<file path="config.mk">
export PLATFORM = sky130hd
export DESIGN_NAME = bow_rx_link_buffer
export DESIGN_NICKNAME = d
export VERILOG_FILES = /design/src/rtl/bow_pkg.sv /design/src/rtl/bow_sync_fifo.sv /design/src/rtl/bow_rx_link_buffer.sv
export SDC_FILE = /design/constraint.sdc
export NUM_CORES = 1
export LEC_CHECK = 0
export ABC_CLOCK_PERIOD_IN_PS = 3350
export CAP_MARGIN = 20
export CORE_MARGIN = 5
export CORE_UTILIZATION = 45
export DETAILED_ROUTE_END_ITERATION = 10
export PLACE_DENSITY = 0.68
export SLEW_MARGIN = 15
export SYNTH_ARGS = -nofsm -noshare
export SYNTH_HDL_FRONTEND = slang
export SYNTH_SLANG_ARGS = --single-unit
</file>
<file path="constraint.sdc">
create_clock -name pclk_rx -period 3.35 [get_ports pclk_rx]
set_clock_uncertainty 0.05 [all_clocks]
set_input_delay 0.67 -clock pclk_rx [delete_from_list [all_inputs] [get_ports pclk_rx]]
set_output_delay 0.67 -clock pclk_rx [all_outputs]
set_load 0.05 [all_outputs]
</file>
<file path="src/rtl/bow_pkg.sv">
// Shared types for the BoW receive link buffer: APB phase encoding, entry layout, parity helper.
// Latency: n/a (package).
// Backpressure: n/a (package).
package bow_pkg;

  localparam int BOW_DW = 16;

  typedef enum logic [1:0] {
    APB_IDLE   = 2'd0,
    APB_SETUP  = 2'd1,
    APB_ACCESS = 2'd2
  } apb_state_t;

  // One buffered link word: sideband bit travels with its data.
  typedef struct packed {
    logic              aux;
    logic [BOW_DW-1:0] data;
  } bow_entry_t;

  localparam int BOW_ENTRY_W = $bits(bow_entry_t);

  // Even parity over data plus fec bit; nonzero means the word is corrupt.
  function automatic logic parity_bad(input logic [BOW_DW-1:0] d, input logic fec);
    return (^d) ^ fec;
  endfunction

endpackage

</file>
<file path="src/rtl/bow_sync_fifo.sv">
// Single-clock FIFO with show-ahead read port, occupancy level and full/empty.
// Latency: a write is visible on rd_dat/rd_vld the cycle after it is taken.
// Backpressure: full is registered (from level); writes while full and pops while empty are ignored.
// Ports: clk/rst (sync, active-high); wr_vld/wr_dat write side; rd_rdy pop, rd_vld/rd_dat head;
//        full, level (0..DEPTH).
module bow_sync_fifo
  import bow_pkg::*;
#(
  parameter int DEPTH = 16,
  parameter int AW    = 4,
  parameter int W     = BOW_ENTRY_W
) (
  input  logic          clk,
  input  logic          rst,
  input  logic          wr_vld,
  input  logic [W-1:0]  wr_dat,
  output logic          full,
  input  logic          rd_rdy,
  output logic          rd_vld,
  output logic [W-1:0]  rd_dat,
  output logic [AW:0]   level
);

  localparam logic [AW:0] LVL_FULL = (AW+1)'(DEPTH);

  logic [W-1:0]  mem [DEPTH];
  logic [AW-1:0] wr_ptr;
  logic [AW-1:0] rd_ptr;
  logic [AW:0]   level_q;
  logic          wr_fire;
  logic          rd_fire;

  assign full    = (level_q == LVL_FULL);
  assign rd_vld  = (level_q != '0);
  assign wr_fire = wr_vld & ~full;
  assign rd_fire = rd_rdy & rd_vld;
  assign level   = level_q;
  // Head is forced to zero while empty so stale storage never shows on the port.
  assign rd_dat  = rd_vld ? mem[rd_ptr] : '0;

  always_ff @(posedge clk) begin
    if (rst) begin
      wr_ptr  <= '0;
      rd_ptr  <= '0;
      level_q <= '0;
    end else begin
      if (wr_fire) wr_ptr <= wr_ptr + AW'(1);
      if (rd_fire) rd_ptr <= rd_ptr + AW'(1);
      case ({wr_fire, rd_fire})
        2'b10:   level_q <= level_q + (AW+1)'(1);
        2'b01:   level_q <= level_q - (AW+1)'(1);
        default: level_q <= level_q;
      endcase
    end
  end

  // Storage carries no reset; the pointers alone define what is valid.
  always_ff @(posedge clk) begin
    if (wr_fire) mem[wr_ptr] <= wr_dat;
  end

endmodule

</file>
<file path="src/rtl/bow_rx_link_buffer.sv">
// Receive link stage: completes APB writes from the link, parity-checks them, buffers them for the core.
// Latency: an accepted word appears on rd_valid/rd_data the next cycle.
// Backpressure: pready_rx = ~full (registered level); the link waits in ACCESS until space frees up.
// Ports: pclk_rx/preset (sync, active-high); psel_rx/penable_rx/pwrite_rx/data_link/fec_link/aux_link
//        APB write side; pready_rx/pslverr_rx responses; rd_en pop, rd_valid/rd_data/rd_aux head;
//        level occupancy; proto_err sticky protocol flag; par_err_cnt dropped-word counter.
// Build option: BOW_RX_PARITY_CHECK_EN enables fec checking, pslverr_rx and par_err_cnt.
module bow_rx_link_buffer
  import bow_pkg::*;
#(
  parameter int DEPTH = 16,
  parameter int AW    = 4,
  parameter int DW    = BOW_DW
) (
  input  logic          pclk_rx,
  input  logic          preset,
  input  logic          psel_rx,
  input  logic          penable_rx,
  input  logic          pwrite_rx,
  input  logic [DW-1:0] data_link,
  input  logic          fec_link,
  input  logic          aux_link,
  output logic          pready_rx,
  output logic          pslverr_rx,
  input  logic          rd_en,
  output logic          rd_valid,
  output logic [DW-1:0] rd_data,
  output logic          rd_aux,
  output logic [AW:0]   level,
  output logic          proto_err,
  output logic [7:0]    par_err_cnt
);

  apb_state_t state_q;
  apb_state_t state_d;
  logic       done_q;     // previous cycle completed a transfer
  logic       proto_hit;
  logic       complete;
  logic       accept;
  logic       store;
  logic       full;
  bow_entry_t wr_entry;
  bow_entry_t head;

  assign pready_rx = ~full;

  // ACCESS entered without SETUP (from IDLE, or straight after a completed
  // transfer) is flagged but still served as a normal transfer.
  always_comb begin
    state_d   = state_q;
    proto_hit = 1'b0;
    case (state_q)
      APB_IDLE: begin
        if (psel_rx && !penable_rx) begin
          state_d = APB_SETUP;
        end else if (psel_rx && penable_rx) begin
          state_d   = APB_ACCESS;
          proto_hit = 1'b1;
        end
      end
      APB_SETUP: begin
        if (!psel_rx)        state_d = APB_IDLE;
        else if (penable_rx) state_d = APB_ACCESS;
      end
      APB_ACCESS: begin
        if (!psel_rx) begin
          state_d = APB_IDLE;
        end else if (!penable_rx) begin
          state_d = APB_SETUP;
        end else begin
          state_d   = APB_ACCESS;
          proto_hit = done_q;
        end
      end
      default: state_d = APB_IDLE;
    endcase
  end

  assign complete = (state_d == APB_ACCESS) && psel_rx && penable_rx && pready_rx;
  assign accept   = complete && pwrite_rx;

  always_ff @(posedge pclk_rx) begin
    if (preset) begin
      state_q   <= APB_IDLE;
      done_q    <= 1'b0;
      proto_err <= 1'b0;
    end else begin
      state_q <= state_d;
      done_q  <= complete;
      if (proto_hit) proto_err <= 1'b1;
    end
  end

`ifdef BOW_RX_PARITY_CHECK_EN
  logic drop;

  assign drop       = accept && parity_bad(data_link, fec_link);
  assign store      = accept && !drop;
  assign pslverr_rx = drop;

  always_ff @(posedge pclk_rx) begin
    if (preset) begin
      par_err_cnt <= 8'd0;
    end else if (drop && (par_err_cnt != 8'hFF)) begin
      par_err_cnt <= par_err_cnt + 8'd1;
    end
  end
`else
  logic unused_fec;

  assign unused_fec  = fec_link;
  assign store       = accept;
  assign pslverr_rx  = 1'b0;
  assign par_err_cnt = 8'd0;
`endif

  assign wr_entry = '{aux: aux_link, data: data_link};

  bow_sync_fifo #(
    .DEPTH (DEPTH),
    .AW    (AW),
    .W     (BOW_ENTRY_W)
  ) u_fifo (
    .clk    (pclk_rx),
    .rst    (preset),
    .wr_vld (store),
    .wr_dat (wr_entry),
    .full   (full),
    .rd_rdy (rd_en),
    .rd_vld (rd_valid),
    .rd_dat (head),
    .level  (level)
  );

  assign rd_data = head.data;
  assign rd_aux  = head.aux;

endmodule

</file>
Yosys cells after proc, flatten, opt, wreduce, memory -nomap -nowiden
Memory sizes are Yosys's and may differ from the RTL's. A register that Yosys moved wholly into a read port is not among the register bits.
Index checks and enable logic that the tools add are counted.

storage, ports and cells
  register bits = 17
  RAM bits = 272
  input bits = 24
  memories = 1

memories
  name        words  width  read ports  clocked after Yosys merged registers in  write ports  RTL line             RTL
  u_fifo.mem  16     17     1           1                                        1            bow_sync_fifo.sv:26  logic [W-1:0] mem [DEPTH];

cells by class
  add/subtract/negate cells = 4
  equal/unequal tests = 6
  muxes and demuxes = 18
  bitwise operators = 3
  reduce and logical (&&, ||, !) cells = 10

operators by type and width
  kind                                               count
  two-way mux 17 bit                                 1
  two-way mux 2 bit                                  6
  one-hot mux 5 bit (2 select lines)                 1
  adder 4 x 1 -> 4 bit (second input constant)       2
  two-way mux 4 bit                                  2
  == test 2 bit (second input constant)              3
  logical AND 1 bit                                  6
  two-way mux 1 bit                                  6
  one-hot mux 2 bit (3 select lines)                 1
  adder 5 x 1 -> 5 bit (second input constant)       1
  == test 5 bit (second input constant)              1
  nonzero test 5 bit                                 1
  subtractor 5 x 1 -> 5 bit (second input constant)  1
  == test 2 x 1 -> 1 bit (second input constant)     2
  AND 1 bit                                          2
  zero test 2 bit                                    1
  one-hot mux 1 bit (2 select lines)                 1
  nonzero test 2 bit                                 1
  zero test 1 bit                                    1
  inverter 1 bit                                     1

Longest topological paths before layout
Gate-level depths: netlist of run 1.

  word-level depth = 12
  depth in mapped cells = 11

Cells and area by module
Synthesis of run 1 repeated with hierarchy kept, for this count alone.

second synthesis, totals
  cells, all modules = 562
  area total of the unflattened synthesis = 11543.6 um2

by module, submodules not included
  module              times used  cells an instance  area each (um2)  sequential area each (um2)
  bow_sync_fifo       1           538                11312.1          8508.2
  bow_rx_link_buffer  1           24                 231.5            80.1

Worst setup path before layout of run 1
Ideal clock, no wire load.

  path type = reg-to-reg
  from = reg u_fifo.level_q[1] (netlist: u_fifo.level[1])
  to = reg u_fifo.level_q[4] (netlist: u_fifo.level[4])
  setup time = 0.121 ns
  arrival = 3.077 ns
  required time = 3.179 ns
  slack = 0.102 ns
  stages on the path, launching flop included = 12
  clock period less this slack = 3.248 ns
  cell sequence = dfxtp_1 or4_4 buf_6 o211a_1 inv_2 ha_1 inv_1 fa_1 nand2b_1 a21oi_1 mux2i_1 mux2_2

between the ends
  word-level cells in the longest chain between the ends = 7
  elaborated cells between the ends (all ways) = 13

RTL lines
  item                                                                             RTL line                                       RTL
  start: declaration                                                               bow_sync_fifo.sv:29                            logic [AW:0] level_q;
  start signal: assignment                                                         bow_sync_fifo.sv:50                            2'b10: level_q <= level_q + (AW+1)'(1);
  start signal: assignment                                                         bow_sync_fifo.sv:51                            2'b01: level_q <= level_q - (AW+1)'(1);
  start signal: assignment                                                         bow_sync_fifo.sv:52                            default: level_q <= level_q;
  == test 5 bit                                                                    bow_sync_fifo.sv:33                            assign full = (level_q == LVL_FULL);
  inverter 1 bit                                                                   bow_sync_fifo.sv:35, bow_rx_link_buffer.sv:45
  logical AND 1 bit                                                                bow_rx_link_buffer.sv:79                       assign complete = (state_d == APB_ACCESS) && psel_rx && penable_rx && pready_rx;
  logical AND 1 bit                                                                bow_rx_link_buffer.sv:80                       assign accept = complete && pwrite_rx;
  AND 1 bit                                                                        bow_sync_fifo.sv:35                            assign wr_fire = wr_vld & ~full;
  == test 2 x 1 -> 1 bit / == test 2 bit (equally long branches)                   bow_sync_fifo.sv:49                            case ({wr_fire, rd_fire})
  one-hot mux 5 bit (2 select lines) / nonzero test 2 bit (equally long branches)  --

Several ways; a longest one is shown, not always the timed one.
A chain may end at the register's enable or synchronous reset.

Worst setup path after layout of run 1
  from = reg u_fifo.level_q[2] (netlist: u_fifo.level[2])
  to = out rd_data[2]

between the ends
  word-level cells in the longest chain between the ends = 2

RTL lines
  item                RTL line                  RTL
  nonzero test 5 bit  bow_sync_fifo.sv:34       assign rd_vld = (level_q != '0);
  two-way mux 17 bit  bow_sync_fifo.sv:39       assign rd_dat = rd_vld ? mem[rd_ptr] : '0;
  end: declaration    bow_rx_link_buffer.sv:27  output logic [DW-1:0] rd_data,

Every way passes these cells.

==> results of run 1 <==
[flip-flops by register name, indices dropped and copies added, names as in the netlist, named ones only]
name,flops
state_q,2
u_fifo.level,5
u_fifo.wr_ptr,4
u_fifo.mem,272
proto_err,1
u_fifo.rd_ptr,4
done_q,1
[layout make-up]
type | count | area (um^2)
well taps | 330 | 413
inverters | 10 | 37.5
multi-input cells | 226 | 2770
fillers | 1839 | 11400
repair buffers | 92 | 1090
clock inverters | 15 | 113
clock buffers | 36 | 752
flip-flops and latches | 293 | 8600
[logic make-up after synthesis]
group / Yosys count
DFF: 293
muxes: 89
xor gates and xnor gates: 7
and+or+nand+nor: 78
other: 1
adders and majority gates: 10
AOI/OAI and AO/OA: 33
buffers and inverters: 46
[per-stage QoR]
step	setup slack, ns	power (uW)	hold WS, ns	cell area, um^2
3_5_place_dp	0.0168	6870	0.431	12700
4_1_cts	-0.0409	9890	0.450	13700
3_3_place_gp	0.127	6830	0.412	12700
2_1_floorplan	0.102	5830	0.435	11500
5_1_grt	-0.0247	10200	0.477	13800
6_report	0.0487	9820	0.441	13800
[per-layer routing]
layer | vias up | part of all wire, % | wire, um
li1 | 2438 | - | -
met1 | 2968 | 43 | 9880
met2 | 171 | 50 | 11600
met3 | 40 | 4.9 | 1150
met4 | 0 | 2.3 | 529
met5 | - | 0 | 0
[what timing repair did]
action	CTS	global route
resized for setup	4	7
endpoints found under the setup margin	11	5
buffers inserted	5	3
pin swaps	2	3
gates cloned	2	1
endpoints found under the hold margin	0	0
[cell usage after synthesis (2+ instances only)]
master    number  area, um^2
buf_1          5        18.8
and2_1         3        18.8
buf_4         11        82.6
o211ai_1       2        15.0
nor2_1        33         124
buf_2         13        65.1
nor3_1         4        20.0
inv_1          9        33.8
nand2b_1       3        18.8
mux2i_1        3        30.0
edfxtp_1     272        8170
clkbuf_1       4        15.0
buf_6          3        33.8
nor2b_1       17         106
ha_1           9         113
dfxtp_1       21         420
nand2_1        5        18.8
mux4_2        68        1530
a221o_1       17         170
or3_1          2        12.5
a21oi_1        7        35.0
xor2_1         6        52.6
mux2_2        18         203
[final timing paths]
check        cells after the start  slack, ns                      endpoint
min                              2       0.44        proto_err$_SDFFE_PP0P_
max reg2reg                     11       0.22  u_fifo.level[4]$_SDFFE_PP0P_
min reg2reg                      2       0.44        proto_err$_SDFFE_PP0P_
max                              6       0.05                    rd_data[2]
[critical path: stages (launching register included)]
cell,delay (ns)
dfxtp_2,0.34
or4_4,0.60
nor2_4,0.22
nor3b_4,0.11
buf_6,0.16
a221o_1,0.42
buf_12,0.19
[power breakdown]
part | switching, uW | internal [uW]
Combinational | 1490 | 1280
Sequential | 50.7 | 4050
Clock | 1230 | 1720
Total | 2770 | 7060
[placed cells by master, fill, tap and decap left out, types with 10 or more instances in the layout]
cell type        count
clkdlybuf4s50_1     28
nor2_2              12
clkinv_1            10
buf_12              20
a221o_1             17
mux2_2              18
nor2b_1             17
nor2_1              21
clkbuf_16           29
dfxtp_1             16
buf_4               36
mux4_2              68
edfxtp_1           272
==> flow_metrics.env, run 1 <==
export IMPL_syn_area_per_cell_um2=20.7
export IMPL_timing_fmax_mhz=303
export IMPL_io_buffers=47
export IMPL_crit_required_ns=2.63
export IMPL_use_met2_pct=27.9
export IMPL_grt_util_met3_pct=2.65
export IMPL_startpoint="u_fifo.level[2]$_SDFFE_PP0P_"
export IMPL_gr_usage_met1_pct=22.6
export IMPL_nNetsFinal=685
export IMPL_ys_flop_type="edfxtp_1"
export IMPL_yosys_area_share_simple_pct=3.57
export IMPL_synth_fa_ha_area_share_pct=1.15
export IMPL_postSynthCellCount=557
export IMPL_ctsHoldBuffers=0
export IMPL_maxSlewHeadroom_pct=53.0
export IMPL_min_path_type="register to register"
export IMPL_cp_data_arrival_time_ns=2.58
export IMPL_syn_to_final_growth_pct=19.7
export IMPL_htreeDepth=1
export IMPL_ios=58
export IMPL_tightestPinTransition_ns=0.703
export IMPL_die_area_um2=28900
export IMPL_finalSetupViolCount=0
export IMPL_synthMuxAreaShare_pct=15.3
export IMPL_hold_viol=0
export IMPL_cts_path_max_buffers=3
export IMPL_synth_top_family_by_area="multiplexers"
export IMPL_power_density_nw_per_um2=713
export IMPL_power_leakage_uw=0.00441
export IMPL_cts_root_buffer="clkbuf_16"
export IMPL_die_w_um=170
export IMPL_postRouteAntennaNets=0
export IMPL_slew_viol_final=0
export IMPL_grt_remaining_overflow=0
export IMPL_maxCapViolations=0
export IMPL_startpoint_type="register"
export IMPL_seq_area_frac_synth_pct=74.6
export IMPL_dp_cells=941
export IMPL_clkSlewWorstSetupHoldPaths_ns=0.06
export IMPL_routabilityCongestion=0.796
export IMPL_stdcell_count=1002
export IMPL_fin_crit_sh_pct=98.5
export IMPL_grtUsageTotal_pct=16.4
export IMPL_grt_pass1_wl_um=35900
export IMPL_grt_busiest_layer="met2"
export IMPL_outcome="completed"
export IMPL_synth_cell_types=45
export IMPL_path_max_fanout=6
export IMPL_ir_drop_v=0.000536
export IMPL_cts_buffers=28
export IMPL_routedWlPerCell_um=23.1
export IMPL_cts_tree="done"
export IMPL_r2r_start="u_fifo.level[2]$_SDFFE_PP0P_"
export IMPL_placementRows=58
export IMPL_diodes=0
export IMPL_drt_initial_drc_count=446
export IMPL_ys_warnings_count=0
export IMPL_grt_max_degree=35
export IMPL_grt_pass1_vias=6000
export IMPL_drc_errors=0
export IMPL_wirelength_um=23200
export IMPL_core_um2=25200
export IMPL_synth_edff_count=272
export IMPL_worstHoldStart="proto_err$_SDFFE_PP0P_"
export IMPL_synth_seq_cells=293
export IMPL_worstSetupPathType="register to output port"
export IMPL_cts_sinks=293
export IMPL_drive_gt1_share_pct=31.5
export IMPL_clkLatencyLatePin_ns=0.53
export IMPL_period_needed_ns=3.30
export IMPL_vias=5617
export IMPL_drt_pass1_iterations=4
export IMPL_vias_per_cell=5.61
export IMPL_synth_compound_area_share_pct=2.53
export IMPL_rsz0062_at_grt="true"
export IMPL_synthXorXnorAreaFrac_pct=0.533
export IMPL_netlist_area_um2=11500
export IMPL_dpl_hpwl_um=13900
export IMPL_fin_tns_setup_ns=0
export IMPL_worst_setup_path_end_kind="output port"
export IMPL_die_y_um=170
export IMPL_postLayoutCoreUtil_pct=54.7
export IMPL_grt_antenna_before_repair=0
export IMPL_start_util_pct=45.7
export IMPL_async_reset_ff_share_pct=0
Note: power is estimated with default switching activity, not from simulation.
==> run 2: changes to the inputs <==
Settings changed: PLACE_DENSITY 0.68 to default, PLACE_DENSITY_LB_ADDON from default to 0.25, TNS_END_PERCENT from default to 100.
==> flow_metrics.env, run 2 (synthesis gave the netlist of run 1 again) <==
export IMPL_routedWlPerCell_um=23.5
export IMPL_vias_per_cell=5.52
export IMPL_core_um2=25200
export IMPL_maxSlewHeadroom_pct=55.5
export IMPL_grtUsageTotal_pct=16.3
export IMPL_fin_tns_setup_ns=0
export IMPL_ir_drop_v=0.000490
export IMPL_vias=5599
export IMPL_cts_sinks=293
export IMPL_drive_gt1_share_pct=34.2
export IMPL_start_util_pct=45.7
export IMPL_drt_initial_drc_count=462
export IMPL_crit_required_ns=2.63
export IMPL_maxCapViolations=0
export IMPL_die_w_um=170
export IMPL_grt_antenna_before_repair=0
export IMPL_largest_register="u_fifo.mem"
export IMPL_ios=58
export IMPL_grt_pass1_vias=5922
export IMPL_finalPower_uw=10200
export IMPL_syn_to_final_growth_pct=21.3
export IMPL_htreeDepth=1
export IMPL_rsz0062_at_grt="true"
export IMPL_postRouteAntennaNets=0
export IMPL_wirelength_um=23800
export IMPL_final_cell_mix="272 x edfxtp_1, 68 x mux4_2, 42 x buf_4"
export IMPL_ctsHoldBuffers=0
export IMPL_grt_remaining_overflow=0
export IMPL_outcome="completed"
export IMPL_cts_tree="done"
export IMPL_dp_cells=949
export IMPL_min_path_type="register to register"
export IMPL_drc_errors=0
export IMPL_io_buffers=47
export IMPL_fin_crit_sh_pct=97.8
export IMPL_worstSetupPathType="register to output port"
export IMPL_die_area_um2=28900
export IMPL_slew_viol_final=0
export IMPL_diodes=0
export IMPL_finalSetupViolCount=0
export IMPL_startpoint_type="register"
export IMPL_hold_viol=0
export IMPL_cts_root_buffer="clkbuf_16"
export IMPL_clkLatencyLatePin_ns=0.54
export IMPL_drt_pass1_iterations=5
export IMPL_largest_reg_flops=272
export IMPL_cp_data_arrival_time_ns=2.56
export IMPL_path_max_fanout=7
export IMPL_cts_path_max_buffers=3
export IMPL_placementRows=58
export IMPL_grt_pass1_wl_um=35400
export IMPL_cts_buffers=30
export IMPL_nNetsFinal=694
export IMPL_period_needed_ns=3.28
export IMPL_power_leakage_uw=0.00451
export IMPL_fill_cells=1888
export IMPL_worst_setup_path_end_kind="output port"
export IMPL_dpl_hpwl_um=14900
export IMPL_timing_fmax_mhz=305
export IMPL_clkSlewWorstSetupHoldPaths_ns=0.06
export IMPL_grt_max_degree=31
export IMPL_reg2reg_slack_ns=0.18
export IMPL_power_density_nw_per_um2=729
export IMPL_multi_input_area_um2=2760
export IMPL_stdcell_count=1014
export IMPL_routabilityCongestion=0.792
export IMPL_regArea_um2=8600
export IMPL_tightestPinTransition_ns=0.666
export IMPL_die_y_um=170
export IMPL_final_common_cell="edfxtp_1"
==> run 2: changes by cell type in the layout (fill, tap and decap cells not counted), sizes merged <==
cell / before / now
buf: 60 / 67
clkbuf: 36 / 40
bufbuf: 2 / 0
clkdlybuf4s50: 28 / 30
bufinv: 2 / 3
clkinv: 13 / 14
dlygate4sd2: 1 / 0
dlymetal6s2s: 1 / 0
inv: 10 / 11
==> run 2: per-stage QoR <==
step	utilization (%)	setup slack [ns]	cell area [um^2]	hold WS (ns)
after detailed placement	50.8	0.0346	12800	0.440
final	55.4	0.0734	14000	0.455
after CTS	55.1	0.00602	13900	0.461
after global routing	55.4	-0.000175	14000	0.502
after global placement	50.8	0.115	12800	0.419
after floorplan	-	0.102	11500	0.435
==> run 2: area by class of cell <==
cell class	count	area share (%)
repair buffers	99	8.22
clock buffers	38	5.96
flip-flops and latches	293	61.6
well taps	330	2.96
clock inverters	18	1.23
multi-input cells	226	19.8
inverters	10	0.269
==> run 2: critical path, cell delays in order, from the launching register on <==
cell,delay (ns)
dfxtp_2,0.34
or4_4,0.61
o211ai_4,0.22
buf_6,0.14
buf_4,0.15
nor2b_1,0.06
a221o_1,0.32
buf_12,0.17
==> run 2: power breakdown <==
group          internal, uW  switching, uW
Clock                  1990           1330
Combinational          1270           1470
Sequential             4050           69.5
==> run 2: final timing paths <==
check                                             startpoint                      endpoint  cells after the start
worst min register to register        proto_err$_SDFFE_PP0P_        proto_err$_SDFFE_PP0P_                      2
worst min-delay path                  proto_err$_SDFFE_PP0P_        proto_err$_SDFFE_PP0P_                      2
worst max register to register  u_fifo.level[2]$_SDFFE_PP0P_  u_fifo.level[4]$_SDFFE_PP0P_                     11
worst max-delay path            u_fifo.level[2]$_SDFFE_PP0P_                   rd_data[14]                      7
==> run 2: what timing repair did <==
item                       4_1_cts  5_1_grt
cloned                           0        2
setup buffers                    7        1
gates resized for setup          4        8
setup endpoints to repair       17       17
pin swaps                        4        4
==> run 2: per-layer routing <==
layer / GRT usage (%) / vias to the layer above / wire length [um]
li1: - / 2463 / -
met3: 2.60 / 32 / 1210
met4: 3.89 / 0 / 442
met5: 0 / - / 0
met1: 22.6 / 2933 / 10200
met2: 27.7 / 171 / 12000
==> run 3: changes to the inputs <==
Settings changed: SYNTH_HIERARCHICAL from default to 1.
==> flow_metrics.env, run 3 <==
export IMPL_timing_fmax_mhz=315
export IMPL_die_y_um=170
export IMPL_worstSetupPathType="register to output port"
export IMPL_crit_required_ns=2.63
export IMPL_synth_most_common_cell="edfxtp_1"
export IMPL_fin_ws_ns=0.176
export IMPL_io_buffers=47
export IMPL_cts_buffers=29
export IMPL_power_density_nw_per_um2=709
export IMPL_hold_ws_ns=0.436
export IMPL_crit_buf_inv=2
export IMPL_fill_cells=1977
export IMPL_routedWlPerCell_um=23.5
export IMPL_syn_area_per_cell_um2=20.5
export IMPL_dp_cells=955
export IMPL_critPathMaxStageDelay_ns=0.61
export IMPL_cp_top_family="multiplexers"
export IMPL_reg2reg_depth=14
export IMPL_startpoint_type="register"
export IMPL_grt_antenna_before_repair=1
export IMPL_finalSetupViolCount=0
export IMPL_drt_pass1_iterations=5
export IMPL_drive_gt1_share_pct=28.6
export IMPL_finalPower_uw=9560
export IMPL_synth_largest_area_cell="edfxtp_1"
export IMPL_seq_area_frac_synth_pct=74.4
export IMPL_yosys_top_cells_count="272 x edfxtp_1, 63 x mux4_2, 36 x mux2i_1"
export IMPL_die_area_um2=29000
export IMPL_ys_top_cells_by_area="edfxtp_1 71%, mux4_2 12%, dfxtp_1 3.6%"
export IMPL_netlist_area_um2=11500
export IMPL_largest_register="u_fifo/mem"
export IMPL_worst_path_most_repeated_cell="buf_4"
export IMPL_period_needed_ns=3.17
export IMPL_syn_to_final_growth_pct=16.8
export IMPL_synth_seq_cells=293
export IMPL_tightestPinTransition_ns=0.838
export IMPL_grtUsageTotal_pct=16.4
export IMPL_vias=5563
export IMPL_largest_reg_flops=272
export IMPL_wirelength_um=23700
export IMPL_dpl_hpwl_um=14500
export IMPL_ir_drop_v=0.000863
export IMPL_cp_slowest_cell="mux4_1"
export IMPL_stdcell_count=1009
export IMPL_placementRows=58
export IMPL_hold_path_cell_count=1
export IMPL_clkLatencyLatePin_ns=0.53
export IMPL_cts_sinks=293
export IMPL_min_path_type="register to register"
export IMPL_grt_remaining_overflow=0
export IMPL_ys_warnings_count=6
export IMPL_rsz0062_at_grt="false"
export IMPL_power_leakage_uw=0.00424
export IMPL_async_reset_ff_share_pct=0
export IMPL_cp_data_arrival_time_ns=2.45
export IMPL_final_cell_mix="272 x edfxtp_1, 63 x mux4_2, 62 x buf_4"
export IMPL_nNetsFinal=689
export IMPL_grt_pass1_vias=5799
export IMPL_synth_edff_count=272
export IMPL_place_worst_setup_slack_ns=-0.0589
export IMPL_outcome="completed"
export IMPL_synth_cell_types=43
export IMPL_cts_root_buffer="clkbuf_16"
export IMPL_hold_viol=0
export IMPL_worst_setup_path_end_kind="output port"
export IMPL_vias_per_cell=5.51
export IMPL_die_w_um=170
export IMPL_core_um2=25300
export IMPL_drt_initial_drc_count=448
export IMPL_routabilityCongestion=0.750
export IMPL_ios=58
export IMPL_start_util_pct=45.7
export IMPL_slew_viol_final=0
export IMPL_maxCapViolations=0
export IMPL_cts_tree="done"
export IMPL_cts_path_max_buffers=3
export IMPL_ys_flop_type="edfxtp_1"
export IMPL_grt_max_degree=69
export IMPL_fin_crit_sh_pct=94.7
export IMPL_postLayoutCoreUtil_pct=53.4
export IMPL_clkSlewWorstSetupHoldPaths_ns=0.06
export IMPL_maxSlewHeadroom_pct=44.0
export IMPL_cp_depth=5
export IMPL_grt_pass1_wl_um=35700
export IMPL_postRouteAntennaNets=0
export IMPL_htreeDepth=1
export IMPL_drc_errors=0
export IMPL_final_common_cell="edfxtp_1"
export IMPL_crit_path_cell_trace="buf_4 > mux4_1 > mux2i_1 > o22ai_1 > buf_4"
export IMPL_synth_top_cell_area_share_pct=70.8
export IMPL_postSynthCellCount=562
export IMPL_path_max_fanout=15
-- run 3: cell count changes after synthesis, sizes merged, moves of 4 or more --
cell / delta
o22ai: +17
mux2i: +33
mux2: -17
nor2b: -15
clkbuf: +5
nand2b: +4
a221o: -17
nor3: +4
nand2: +5
inv: -5
-- run 3: what timing repair did --
action	in CTS	in global routing
hold endpoints to repair	0	0
resized for setup	1	0
pin swaps	0	1
setup buffers	0	2
hold buffers	0	0
endpoints found under the setup margin	1	1
-- run 3: per-stage QoR --
step	TNS [ns]	cell area, um^2
after floorplan	0	11600
after global placement	-0.0212	12600
after detailed placement	-0.0589	12600
after CTS	0	13500
after global routing	0	13500
final	0	13500
-- run 3: layout make-up --
class | count | area [um^2] | area share (%)
Timing Repair Buffer | 96 | 846 | 6.27
Sequential cell | 293 | 8600 | 63.8
Clock inverter | 16 | 68.8 | 0.510
Inverter | 5 | 18.8 | 0.139
Multi-Input combinational cell | 233 | 2790 | 20.7
Clock buffer | 35 | 748 | 5.55
Antenna cell | 1 | 2.50 | 0.0186
Tap cell | 330 | 413 | 3.06
-- run 3: path summary, 6_finish.rpt --
| check | endpoint | from | slack [ns] |
|---|---|---|---|
| worst min register to register | proto_err$_SDFFE_PP0P_ | state_q[0]$_SDFF_PP0_ | 0.44 |
| worst max register to register | u_fifo/level[4]$_SDFFE_PP0P_ | u_fifo/level[2]$_SDFFE_PP0P_ | 0.24 |
| worst max-delay path | rd_data[6] | register | 0.18 |
| worst min-delay path | proto_err$_SDFFE_PP0P_ | state_q[0]$_SDFF_PP0_ | 0.44 |
-- run 3: per-layer routing --
| metal | global-route usage (%) | routed length [um] |
|---|---|---|
| met5 | 0 | 0 |
| met4 | 2.88 | 428 |
| met3 | 2.74 | 1310 |
| met2 | 27.2 | 11600 |
| met1 | 23.5 | 10300 |
-- run 3: logic make-up after synthesis --
group	share of synthesized area (%)
AND/OR/NAND/NOR	3.10
XOR/XNOR	0.759
AO/OA/AOI/OAI	1.89
flip-flops	74.4
adder cells (fa/ha/maj)	0.759
multiplexers	16.6
buffers and inverters	2.42
other	0.0325
-- run 3: worst register-to-register path, delay by kind of cell, from the launching register on --
| kind | cells | cell delay [ns] |
|---|---|---|
| AO/OA/AOI/OAI | 4 | 0.64 |
| XOR/XNOR | 1 | 0.16 |
| adder cells (fa/ha/maj) | 2 | 0.47 |
| buffers and inverters | 2 | 0.21 |
| flip-flops | 1 | 0.45 |
| multiplexers | 1 | 0.35 |
| AND/OR/NAND/NOR | 4 | 0.66 |
-- run 3: power by group --
| group | internal [uW] | switching (uW) |
|---|---|---|
| registers | 4070 | 80.8 |
| clock network | 1570 | 1250 |
| logic | 937 | 1650 |
